[config.mk]
export PLATFORM = sky130hd
export DESIGN_NAME = song_memory_responder_flat
export DESIGN_NICKNAME = d
export VERILOG_FILES = /design/src/rtl/rockband_tl_pkg.sv /design/src/rtl/song_memory_responder_if.sv /design/src/rtl/tl_timeout_counter.sv /design/src/rtl/song_memory_responder.sv /design/src/flat_wrapper.sv
export SDC_FILE = /design/constraint.sdc
export NUM_CORES = 1
export LEC_CHECK = 0
export CAP_MARGIN = 20
export CORE_MARGIN = 2
export CORE_UTILIZATION = 25
export CTS_CLUSTER_SIZE = 14
export DETAILED_ROUTE_END_ITERATION = 10
export SYNTH_ARGS = -nofsm -noshare
export SYNTH_HDL_FRONTEND = slang
export SYNTH_SLANG_ARGS = --single-unit
[constraint.sdc]
create_clock -name aud_clk -period 3.52 [get_ports aud_clk]
set_clock_uncertainty 0.15 [all_clocks]
set_input_delay 0.528 -clock aud_clk [delete_from_list [all_inputs] [get_ports aud_clk]]
set_output_delay 0.528 -clock aud_clk [all_outputs]
set_load 0.02 [all_outputs]
[src/rtl/rockband_tl_pkg.sv]
// rtl/rockband_tl_pkg.sv - shared tl_* widths and responder state encoding
package rockband_tl_pkg;

  localparam int TL_AW = 32;
  localparam int TL_DW = 32;
  localparam int TL_BYTE_SHIFT = 2;

  typedef enum logic [2:0] {
    IDLE,
    RD_REQ,
    RD_WAIT,
    WR_REQ,
    RESP,
    GAP
  } resp_state_t;

endpackage

[src/rtl/song_memory_responder_if.sv]
// rtl/song_memory_responder_if.sv - tl_* request bus plus word-addressed memory port
interface song_memory_responder_if #(
  parameter int MEM_AW = 22
);

  logic                                 tl_read;
  logic                                 tl_write;
  logic [rockband_tl_pkg::TL_AW-1:0]    tl_addr;
  logic [rockband_tl_pkg::TL_DW-1:0]    tl_wdata;
  logic [rockband_tl_pkg::TL_DW-1:0]    sample;
  logic                                 tl_rdv;
  logic                                 tl_wack;

  logic [MEM_AW-1:0]                    mem_addr;
  logic                                 mem_rd;
  logic                                 mem_wr;
  logic [rockband_tl_pkg::TL_DW-1:0]    mem_wdata;
  logic                                 mem_waitrequest;
  logic [rockband_tl_pkg::TL_DW-1:0]    mem_rdata;
  logic                                 mem_rdvalid;

  // slave: the responder; master: initiator and memory seen from outside
  modport slave (
    input  tl_read, tl_write, tl_addr, tl_wdata,
    output sample, tl_rdv, tl_wack,
    output mem_addr, mem_rd, mem_wr, mem_wdata,
    input  mem_waitrequest, mem_rdata, mem_rdvalid
  );

  modport master (
    output tl_read, tl_write, tl_addr, tl_wdata,
    input  sample, tl_rdv, tl_wack,
    input  mem_addr, mem_rd, mem_wr, mem_wdata,
    output mem_waitrequest, mem_rdata, mem_rdvalid
  );

endinterface

[src/rtl/tl_timeout_counter.sv]
// rtl/tl_timeout_counter.sv - read-wait watchdog, expires on the TIMEOUT-th enabled cycle
module tl_timeout_counter #(
  parameter int TIMEOUT = 255
) (
  input  logic aud_clk,
  input  logic Reset,
  input  logic clear,
  input  logic enable,
  output logic expired
);

  localparam int CW = (TIMEOUT < 2) ? 1 : $clog2(TIMEOUT + 1);

  logic [CW-1:0] count;

  always_ff @(posedge aud_clk or negedge Reset) begin
    if (!Reset) begin
      count <= '0;
    end else if (clear) begin
      count <= '0;
    end else if (enable && !expired) begin
      count <= count + CW'(1);
    end
  end

  assign expired = enable && (count == CW'(TIMEOUT - 1));

endmodule

[src/rtl/song_memory_responder.sv]
// rtl/song_memory_responder.sv - tl_* sample-fetch responder onto a waitrequest/rdvalid memory port
module song_memory_responder
  import rockband_tl_pkg::*;
#(
  parameter int          MEM_AW       = 22,
  parameter int          DEPTH_WORDS  = 4194304,
  parameter int          BASE_WORD    = 0,
  parameter int          TIMEOUT      = 255,
  parameter logic [31:0] TIMEOUT_DATA = 32'h0000_0000
) (
  input  logic                    aud_clk,
  input  logic                    Reset,
  song_memory_responder_if.slave  tl,
  output logic                    err_oob,
  output logic                    err_timeout
);

  localparam int                IDX_W   = TL_AW - TL_BYTE_SHIFT;
  localparam logic [32:0]       DEPTH_U = 33'(DEPTH_WORDS);
  localparam logic [MEM_AW-1:0] BASE_U  = MEM_AW'(BASE_WORD);

  resp_state_t       state, next;
  logic [IDX_W-1:0]  idx;
  logic              in_range;
  logic [MEM_AW-1:0] word_addr;
  logic              unused_addr_lsbs;

  logic [MEM_AW-1:0] addr_q;
  logic [TL_DW-1:0]  wdata_q;
  logic [TL_DW-1:0]  sample_q;
  logic              rdv_q;
  logic              wack_q;

  logic load_addr, load_wdata, rd_capture, load_default;
  logic set_oob, set_timeout, rdv_set, wack_set;
  logic expired;

  assign idx              = tl.tl_addr[TL_AW-1:TL_BYTE_SHIFT];
  assign unused_addr_lsbs = ^tl.tl_addr[TL_BYTE_SHIFT-1:0];
  assign in_range         = (33'(idx) < DEPTH_U);
  assign word_addr        = idx[MEM_AW-1:0] + BASE_U;

  tl_timeout_counter #(
    .TIMEOUT (TIMEOUT)
  ) u_timeout (
    .aud_clk (aud_clk),
    .Reset   (Reset),
    .clear   (state != RD_WAIT),
    .enable  (state == RD_WAIT),
    .expired (expired)
  );

  always_ff @(posedge aud_clk or negedge Reset) begin
    if (!Reset) begin
      state <= IDLE;
    end else begin
      state <= next;
    end
  end

  always_comb begin
    next         = state;
    load_addr    = 1'b0;
    load_wdata   = 1'b0;
    rd_capture   = 1'b0;
    load_default = 1'b0;
    set_oob      = 1'b0;
    set_timeout  = 1'b0;
    rdv_set      = 1'b0;
    wack_set     = 1'b0;
    case (state)
      IDLE: begin
        // A simultaneous write request is dropped in favour of the read.
        if (tl.tl_read) begin
          if (in_range) begin
            load_addr = 1'b1;
            next      = RD_REQ;
          end else begin
            load_default = 1'b1;
            set_oob      = 1'b1;
            next         = RESP;
          end
        end else if (tl.tl_write) begin
          if (in_range) begin
            load_addr  = 1'b1;
            load_wdata = 1'b1;
            next       = WR_REQ;
          end else begin
            set_oob  = 1'b1;
            wack_set = 1'b1;
            next     = GAP;
          end
        end
      end
      RD_REQ: begin
        if (!tl.mem_waitrequest) next = RD_WAIT;
      end
      RD_WAIT: begin
        if (tl.mem_rdvalid) begin
          rd_capture = 1'b1;
          next       = RESP;
        end else if (expired) begin
          load_default = 1'b1;
          set_timeout  = 1'b1;
          next         = RESP;
        end
      end
      WR_REQ: begin
        if (!tl.mem_waitrequest) begin
          wack_set = 1'b1;
          next     = GAP;
        end
      end
      RESP: begin
        rdv_set = 1'b1;
        next    = GAP;
      end
      GAP:     next = IDLE;
      default: next = IDLE;
    endcase
  end

  always_ff @(posedge aud_clk or negedge Reset) begin
    if (!Reset) begin
      addr_q      <= '0;
      wdata_q     <= '0;
      sample_q    <= '0;
      rdv_q       <= 1'b0;
      wack_q      <= 1'b0;
      err_oob     <= 1'b0;
      err_timeout <= 1'b0;
    end else begin
      rdv_q  <= rdv_set;
      wack_q <= wack_set;
      if (load_addr)  addr_q  <= word_addr;
      if (load_wdata) wdata_q <= tl.tl_wdata;
      if (rd_capture) begin
        sample_q <= tl.mem_rdata;
      end else if (load_default) begin
        sample_q <= TIMEOUT_DATA;
      end
      if (set_oob)     err_oob     <= 1'b1;
      if (set_timeout) err_timeout <= 1'b1;
    end
  end

  assign tl.mem_addr  = addr_q;
  assign tl.mem_wdata = wdata_q;
  assign tl.mem_rd    = (state == RD_REQ);
  assign tl.mem_wr    = (state == WR_REQ);
  assign tl.sample    = sample_q;
  assign tl.tl_rdv    = rdv_q;
  assign tl.tl_wack   = wack_q;

endmodule
[src/flat_wrapper.sv]
// flat-port wrapper written by rule: the top's interface ports become plain ports
module song_memory_responder_flat import rockband_tl_pkg::*;
#(
  parameter int          MEM_AW       = 22,
  parameter int          DEPTH_WORDS  = 4194304,
  parameter int          BASE_WORD    = 0,
  parameter int          TIMEOUT      = 255,
  parameter logic [31:0] TIMEOUT_DATA = 32'h0000_0000
)
  (aud_clk, Reset, err_oob, err_timeout, tl_tl_read, tl_tl_write, tl_tl_addr, tl_tl_wdata, tl_sample, tl_tl_rdv, tl_tl_wack, tl_mem_addr, tl_mem_rd, tl_mem_wr, tl_mem_wdata, tl_mem_waitrequest, tl_mem_rdata, tl_mem_rdvalid);
  song_memory_responder_if #(.MEM_AW(MEM_AW)) tl_i ();
  input  logic aud_clk;
  input  logic Reset;
  output logic err_oob;
  output logic err_timeout;
  input wire logic [$bits(tl_i.tl_read)-1:0] tl_tl_read;
  input wire logic [$bits(tl_i.tl_write)-1:0] tl_tl_write;
  input wire logic [$bits(tl_i.tl_addr)-1:0] tl_tl_addr;
  input wire logic [$bits(tl_i.tl_wdata)-1:0] tl_tl_wdata;
  output wire logic [$bits(tl_i.sample)-1:0] tl_sample;
  output wire logic [$bits(tl_i.tl_rdv)-1:0] tl_tl_rdv;
  output wire logic [$bits(tl_i.tl_wack)-1:0] tl_tl_wack;
  output wire logic [$bits(tl_i.mem_addr)-1:0] tl_mem_addr;
  output wire logic [$bits(tl_i.mem_rd)-1:0] tl_mem_rd;
  output wire logic [$bits(tl_i.mem_wr)-1:0] tl_mem_wr;
  output wire logic [$bits(tl_i.mem_wdata)-1:0] tl_mem_wdata;
  input wire logic [$bits(tl_i.mem_waitrequest)-1:0] tl_mem_waitrequest;
  input wire logic [$bits(tl_i.mem_rdata)-1:0] tl_mem_rdata;
  input wire logic [$bits(tl_i.mem_rdvalid)-1:0] tl_mem_rdvalid;
  assign tl_i.tl_read = tl_tl_read;
  assign tl_i.tl_write = tl_tl_write;
  assign tl_i.tl_addr = tl_tl_addr;
  assign tl_i.tl_wdata = tl_tl_wdata;
  assign tl_sample = tl_i.sample;
  assign tl_tl_rdv = tl_i.tl_rdv;
  assign tl_tl_wack = tl_i.tl_wack;
  assign tl_mem_addr = tl_i.mem_addr;
  assign tl_mem_rd = tl_i.mem_rd;
  assign tl_mem_wr = tl_i.mem_wr;
  assign tl_mem_wdata = tl_i.mem_wdata;
  assign tl_i.mem_waitrequest = tl_mem_waitrequest;
  assign tl_i.mem_rdata = tl_mem_rdata;
  assign tl_i.mem_rdvalid = tl_mem_rdvalid;
  song_memory_responder #(.MEM_AW(MEM_AW), .DEPTH_WORDS(DEPTH_WORDS), .BASE_WORD(BASE_WORD), .TIMEOUT(TIMEOUT), .TIMEOUT_DATA(TIMEOUT_DATA)) u_core (.aud_clk(aud_clk), .Reset(Reset), .tl(tl_i), .err_oob(err_oob), .err_timeout(err_timeout));
endmodule
# Word level (Yosys, flattened, before mapping)

Index checks and enable logic that the tools add are counted.
W data, S select, Z words.

Register bits after elaboration: 101
Input port bits: 102
Output and inout port bits: 92

Add/sub/neg operators: 1
$lt $le $gt $ge: 1
Equal/unequal tests: 10
Muxes and demuxes: 34
Reduce and logical (&&, ||, !) cells: 7

Operators with widths:

| cell                   | count |
|---|---|
| $mux W32               | 2 |
| $lt A30 B23 Y1 const B | 1 |
| $mux W3                | 8 |
| $mux W1                | 19 |
| $mux W8                | 2 |
| $pmux W3 S5            | 1 |
| $add A8 B1 Y8 const B  | 1 |
| $eq A8 B8 Y1 const B   | 1 |
| $eq A3 B2 Y1 const B   | 2 |
| $ne A3 B2 Y1 const B   | 2 |
| $ne A2 B2 Y1 const B   | 2 |
| $pmux W1 S2            | 2 |
| $reduce_and A4 Y1      | 1 |
| $reduce_bool A2 Y1     | 2 |
| $eq A3 B1 Y1 const B   | 1 |
| $eq A3 B3 Y1 const B   | 1 |
| $logic_not A3 Y1       | 1 |
| $ne A3 B3 Y1 const B   | 1 |
| $logic_and A1 B1 Y1    | 2 |
| $logic_not A1 Y1       | 1 |

# Depth between registers and ports, before layout

Gate-level depths: netlist (run 1).

Depth in word-level cells: 7
Mapped depth: 7
Mapped depth without buffers: 6

# Cells and area by module

A second synthesis (run 1) with hierarchy kept.

Cell total of the unflattened synthesis: 285
Area, all modules: 4281.6 um^2

Modules (own cells, without submodules):

| module                | times used | cells each | area an instance (um^2) |
|---|---|---|---|
| song_memory_responder | 1          | 237        | 3774.9 |
| tl_timeout_counter    | 1          | 48         | 506.7 |

# Worst setup path after synthesis (run 1)

No wires, ideal clock.

Path kind: in2reg
Start point: input port tl_tl_addr[25]
End point: register u_core.wdata_q[10] (netlist: u_core.tl.mem_wdata[10])
Arrival: 1.668 ns
Data required time: 3.245 ns
Slack: 1.577 ns
Stages on the path: 5
Path through: nor4_1 and2_2 nand4b_4 buf_6 mux2_4

Word-level cells in the longest chain between the ends: 5

Ends and longest elaborated chain:

| what                 | line                         | text |
|---|---|---|
| start, declared      | flat_wrapper.sv:18           | `input wire logic [$bits(tl_i.tl_addr)-1:0] tl_tl_addr;` |
| $lt A30 B23 Y1       | song_memory_responder.sv:40  | `assign in_range = (33'(idx) < DEPTH_U);` |
| $mux W1              | song_memory_responder.sv:84  | `if (in_range) begin` |
| $mux W1              | song_memory_responder.sv:83  | `end else if (tl.tl_write) begin` |
| $mux W1              | song_memory_responder.sv:74  | `if (tl.tl_read) begin` |
| $mux W1              | song_memory_responder.sv:71  | `case (state)` |
| end signal, assigned | song_memory_responder.sv:136 | `if (load_wdata) wdata_q <= tl.tl_wdata;` |
| end, declared        | song_memory_responder.sv:29  | `logic [TL_DW-1:0] wdata_q;` |

Every way passes these cells.
A chain may end at the register's enable or synchronous reset.

# Worst setup path after layout (run 1)

Start point: register u_core.state[0]
End point: output port tl_mem_rd

Word-level cells in the longest chain between the ends: 1

Ends and longest elaborated chain:

| what                   | line                         | text |
|---|---|---|
| start, declared        | song_memory_responder.sv:22  | `resp_state_t state, next;` |
| start signal, assigned | song_memory_responder.sv:57  | `state <= next;` |
| $eq A3 B1 Y1           | song_memory_responder.sv:149 | `assign tl.mem_rd = (state == RD_REQ);` |
| end, declared          | flat_wrapper.sv:24           | `output wire logic [$bits(tl_i.mem_rd)-1:0] tl_mem_rd;` |

Every way passes these cells.

==> key figures, run 1 <==
Floorplan
  – Chip Height: 133 um
  – Core Area: 0.0160 mm^2
  – Die Width: 133 um
  – FP Rows: 46
  – Initial Utilization: 25.8%
  – I/O pin count: 194
  – Die area: 0.0176 mm^2

Finish
  – Most common cell after layout, fill and taps aside: clkdlybuf4s50_1
  – Commonest non-fill, non-tap cells in the layout: 190 x clkdlybuf4s50_1, 101 x dfrtp_1, 38 x mux2_4
  – P&R area growth vs syn: 59.6%
  – Final design area excluding fillers: 0.00659 mm^2
  – Diode count: 0
  – Nets: 569
  – Final cell count without fillers: 686
  – Fillcell total: 1,499
  – Ratio of cells with drive above 1 in the final layout: 17.4%

Worst setup path
  – Critical Path RT: 2.84 ns
  – Startpoint Class: flip-flop
  – Crit path cell chain: nor2b_1, nor2b_1, clkdlybuf4s50_1
  – Most frequent CP cell: nor2b_1
  – CP max-delay cell: clkdlybuf4s50_1
  – R2R setup slack: 1.45 ns
  – FF-to-FF Start: u_core.u_timeout.count[0]$_DFFE_PN0P_
  – Crit path kind: reg -> out
  – CP endpoint kind: output port
  – Top delay family on crit path: buffers and inverters
  – Crit-path max cell delay: 0.62 ns
  – Worst-path fanout max: 6
  – Buffer and inverter count on the worst path: 1
  – WP data arrival: 1.81 ns
  – CP startpoint: u_core.state[0]$_DFFE_PN0P_

Global routing
  – Gr usage total: 12.2%
  – Vias in the first global route: 3,102
  – Largest net degree at the start of global routing: 55
  – Antenna violations before repair: 0
  – GRT Residual Overflow: 0
  – First-pass GRT wire length: 16,900 um

Placement
  – Final HPWL DP: 7700 um
  – Placed cell area: 0.00626 mm^2
  – GPL Wtd Cong: 0.803
  – Placed cells: 670
  – IO buf count: 191

Clock network
  – H-tree levels: 3
  – Worst-Skew Late Latency: 0.35 ns
  – CTS tree: built
  – Clock buffer depth: 2
  – Post-CTS setup buffers: 0
  – Clk slew on worst S/H paths: 0.07 ns
  – Clock Root Buffer: clkbuf_16
  – CTS Buf Count: 9
  – CTS Sinks: 101
  – Cts repair resizes: 0
  – Cts hold-fix bufs: 0

Synth
  – Sequential area share after synthesis: 61.2%
  – Count of cell types in the netlist: 39
  – Main combinational cell family by area after synthesis: multiplexers
  – Syn. warnings: 0
  – Mean post-synth cell area: 15.2 um^2
  – Multiplexer share of the synthesized area: 18.2%
  – Post-synth EDFFs: 0
  – Synthesized cell area: 0.00413 mm^2
  – Post-synth ARST share: 100%
  – Syn Nets: 375
  – Syn Inst Count: 271
  – Post-Synth Simple-Gate Area: 5.21%
  – Synth Area in Compound Gates: 10.7%
  – Post-synthesis register bit count: 101
  – Adder-Cell Fraction of Synth Area: 0.606%
  – Post-Synth XOR/XNOR Area: 1.27%
  – Top FF cell, synth: dfrtp_1

Detailed routing
  – Post-route ant nets: 0
  – Iteration-0 DRC Markers: 186
  – Wire length per cell: 15.2 um
  – Via density: 4.34
  – 1st-pass router iterations: 4
  – Total wire length: 10,400 um
  – Detailed-route via count: 2,977
  – DRC viols: 0

Min path
  – Worst Hold Class: in -> async

STA
  – Final Hold Vio Count: 0
  – Pins over their slew limit: 0
  – Worst rel slew slack: 58.2%
  – Shortest period the worst path allows: 2.49 ns
  – Endpoints failing setup: 0
  – Setup TNS: 0 ns
  – Crit share post-route: 70.8%
  – RSZ-0062 raised after global routing: false
  – Max Fclk: 401 MHz
  – Worst-Margin Slew: 0.627 ns

Power and ir drop
  – Pwr/cell area: 585 mW/mm^2
  – Max VDD drop: 0.000368 V
  – Leakage power: 3.03 nW

Run
  – Max-cap violations: 0

Status
  – Status: completed
[stage by stage]
step | hold WS, ns | worst slack [ns] | utilization (%) | total power, mW
4_1_cts | 0.0569 | 1.00 | 41.2 | 3.91
6_report | 0.0400 | 1.03 | 41.2 | 3.86
2_1_floorplan | 0.0824 | 1.58 | - | 2.14
5_1_grt | 0.0845 | 0.936 | 41.2 | 4.06
3_3_place_gp | 0.319 | 0.833 | 39.2 | 2.79
3_5_place_dp | 0.321 | 0.812 | 39.2 | 2.80
[path summary, 6_finish.rpt]
path / end / cells after the start
min in group aud_clk: u_core.err_timeout$_DFFE_PN0P_ / 1
min: u_core.tl.mem_wdata[6]$_DFFE_PN0P_ / 1
max reg2reg: u_core.tl.sample[23]$_DFFE_PN0P_ / 7
min reg2reg: u_core.err_timeout$_DFFE_PN0P_ / 1
max in group asynchronous: u_core.tl.mem_addr[1]$_DFFE_PN0P_ / 2
max: tl_mem_rd / 3
[where the power goes]
group | internal, mW | total [mW] | leakage, nW | switching, mW
registers | 1.38 | 1.54 | 1.39 | 0.156
logic | 0.660 | 1.23 | 1.48 | 0.574
clock network | 0.663 | 1.08 | 0.156 | 0.421
[state kept, by name (all words and copies together) (netlist names)]
register and count:
u_core.err_oob 1, u_core.err_timeout 1, u_core.state 3, u_core.tl.mem_addr 22
u_core.tl.mem_wdata 32, u_core.tl.sample 32, u_core.tl.tl_rdv 1, u_core.tl.tl_wack 1
u_core.u_timeout.count 8
[synth_stat cells (all sizes together), types with 2 or more instances]
library cell  number  area, um^2
nand2              6        22.5
nand2b             2        12.5
nor2              12        45.0
and2               3        20.0
buf               12        93.8
nor2b              2        12.5
o32ai              2        17.5
mux2              54         751
and3               2        12.5
xor2               4        35.0
o21bai             2        15.0
dfrtp            101        2530
nor4               2        12.5
xnor2              2        17.5
inv                5        18.8
o2111ai            3        26.3
o21ai              6        30.0
a22o              32         280
ha                 2        25.0
a21oi              2        10.0
[cell families after synthesis]
family,count (synthesis)
AOI/OAI and AO/OA,54
xor gates and xnor gates,6
adders and majority gates,2
buffers and inverters,18
DFF,101
muxes,54
and+or+nand+nor,36
[final cells by class]
class | count | area, um^2 | area share, %
clock buffers | 13 | 260 | 3.95
well taps | 216 | 270 | 4.10
inverters | 5 | 18.8 | 0.285
repair buffers | 196 | 1960 | 29.7
multi-input cells | 152 | 1490 | 22.6
flip-flops and latches | 101 | 2530 | 38.3
clock inverters | 3 | 67.6 | 1.02
[routing by layer]
metal	GRT usage, %	share of wire (%)	up-vias
met5	0	0	-
met2	18.8	47	157
li1	-	-	1372
met3	4.52	8.9	17
met1	15.7	42	1431
met4	4.96	1.9	0
No activity file was read; power rests on OpenSTA's default activity.
==> run 2, diff against run 1 <==
clock period = 2.45 ns   (was 3.52 ns; I/O delays follow)
==> key figures, run 2 (same netlist as run 1, synthesis figures left out) <==
Floorplan
  – Chip Height: 133 um
  – Initial Utilization: 25.8%
  – I/O pin count: 194
  – Die Width: 133 um
  – FP Rows: 46
  – Die area: 0.0176 mm^2
  – Core Area: 0.0160 mm^2

STA
  – Crit share post-route: 93.6%
  – Shortest period the worst path allows: 2.29 ns
  – Max Fclk: 436 MHz
  – Worst-Margin Slew: 0.566 ns
  – RSZ-0062 raised after global routing: false
  – Final Hold Vio Count: 0
  – Pins over their slew limit: 0
  – Worst rel slew slack: 62.3%
  – Endpoints failing setup: 0
  – Setup TNS: 0 ns

Worst setup path
  – Worst-path fanout max: 9
  – Crit path kind: reg -> out
  – Critical Path RT: 1.93 ns
  – CP endpoint kind: output port
  – Startpoint Class: flip-flop
  – WP data arrival: 1.78 ns

Power and ir drop
  – Max VDD drop: 0.000692 V
  – Leakage power: 3.09 nW
  – Pwr/cell area: 859 mW/mm^2

Clock network
  – Worst-Skew Late Latency: 0.35 ns
  – Clock buffer depth: 2
  – CTS tree: built
  – Clk slew on worst S/H paths: 0.06 ns
  – CTS Buf Count: 9
  – Clock Root Buffer: clkbuf_16
  – CTS Sinks: 101
  – H-tree levels: 3

Finish
  – Commonest non-fill, non-tap cells in the layout: 190 x clkdlybuf4s50_1, 100 x dfrtp_1, 38 x mux2_4
  – Most common cell after layout, fill and taps aside: clkdlybuf4s50_1
  – Nets: 573
  – Diode count: 0
  – Ratio of cells with drive above 1 in the final layout: 18.8%
  – P&R area growth vs syn: 62.4%
  – Fin util: 41.9%

Detailed routing
  – Iteration-0 DRC Markers: 119
  – 1st-pass router iterations: 4
  – Detailed-route via count: 3,005
  – DRC viols: 0
  – Via density: 4.36
  – Uppermost layer routed: met4
  – Metal3 WL: 895 um
  – Metal1 wirelength: 4660 um
  – DR WL met2: 4920 um
  – Post-route ant nets: 0
  – Wire length per cell: 15.4 um
  – Total wire length: 10,600 um

Placement
  – IO buf count: 191
  – GPL Wtd Cong: 0.796
  – Final HPWL DP: 7620 um

Global routing
  – First-pass GRT wire length: 17,200 um
  – GRT Residual Overflow: 0
  – Largest net degree at the start of global routing: 102
  – Gr usage total: 12.4%
  – Antenna violations before repair: 0
  – Vias in the first global route: 3,097

Status
  – Status: completed

Run
  – Max-cap violations: 0

Min path
  – Worst Hold Class: reg -> reg
[run 2: through the flow]
step	std cells	cell area (um^2)	total power [mW]	setup slack, ns	hold WS [ns]
2_1_floorplan	271	4130	3.08	0.657	-0.0781
3_3_place_gp	673	6320	4.03	0.0112	0.320
3_5_place_dp	673	6320	4.05	-0.00176	0.322
4_1_cts	690	6710	5.86	0.0737	0.346
5_1_grt	690	6710	6.08	0.0425	0.368
6_report	690	6710	5.77	0.157	0.340
[run 2: layout make-up]
type / instances / area [um^2]
clock buffers: 10 / 239
clock inverters: 6 / 134
fillers: 1481 / 9290
inverters: 5 / 18.8
multi-input cells: 152 / 1490
flip-flops and latches: 101 / 2530
well taps: 216 / 270
repair buffers: 200 / 2030
[run 2: worst paths after layout]
path | endpoint | startpoint | cells after the start | slack (ns)
max reg2reg | u_core.tl.sample[23]$_DFFE_PN0P_ | u_core.u_timeout.count[0]$_DFFE_PN0P_ | 7 | 0.46
max | tl_mem_rd | u_core.state[2]$_DFFE_PN0P_ | 3 | 0.16
min in group asynchronous | u_core.tl.mem_wdata[6]$_DFFE_PN0P_ | Reset | 3 | 0.45
min | u_core.err_oob$_DFFE_PN0P_ | u_core.err_oob$_DFFE_PN0P_ | 1 | 0.34
max in group asynchronous | u_core.u_timeout.count[7]$_DFFE_PN0P_ | Reset | 3 | 1.24
min reg2reg | u_core.err_oob$_DFFE_PN0P_ | u_core.err_oob$_DFFE_PN0P_ | 1 | 0.34
[run 2: worst max-delay path, stage by stage (launching register included)]
cell             delay [ns]
dfrtp_1                0.48
nor2b_2                0.17
nor2b_1                0.15
clkdlybuf4s50_1        0.62
[run 2: what timing repair did]
action / in CTS / in global routing
setup buffers: 0 / 0
resized for setup: 0 / 2
setup endpoints to repair: 0 / 2
hold buffers: 1 / 0
endpoints found under the hold margin: 101 / 0
[run 2: power breakdown]
part	internal [mW]	switching, mW
logic	0.969	0.832
clock network	1.13	0.623
registers	1.99	0.227
[run 2: per-layer routing]
layer | track usage (%) | vias up
li1 | - | 1387
met1 | 16.0 | 1464
met2 | 19.0 | 140
met3 | 5.29 | 14
met4 | 3.94 | 0
met5 | 0 | -
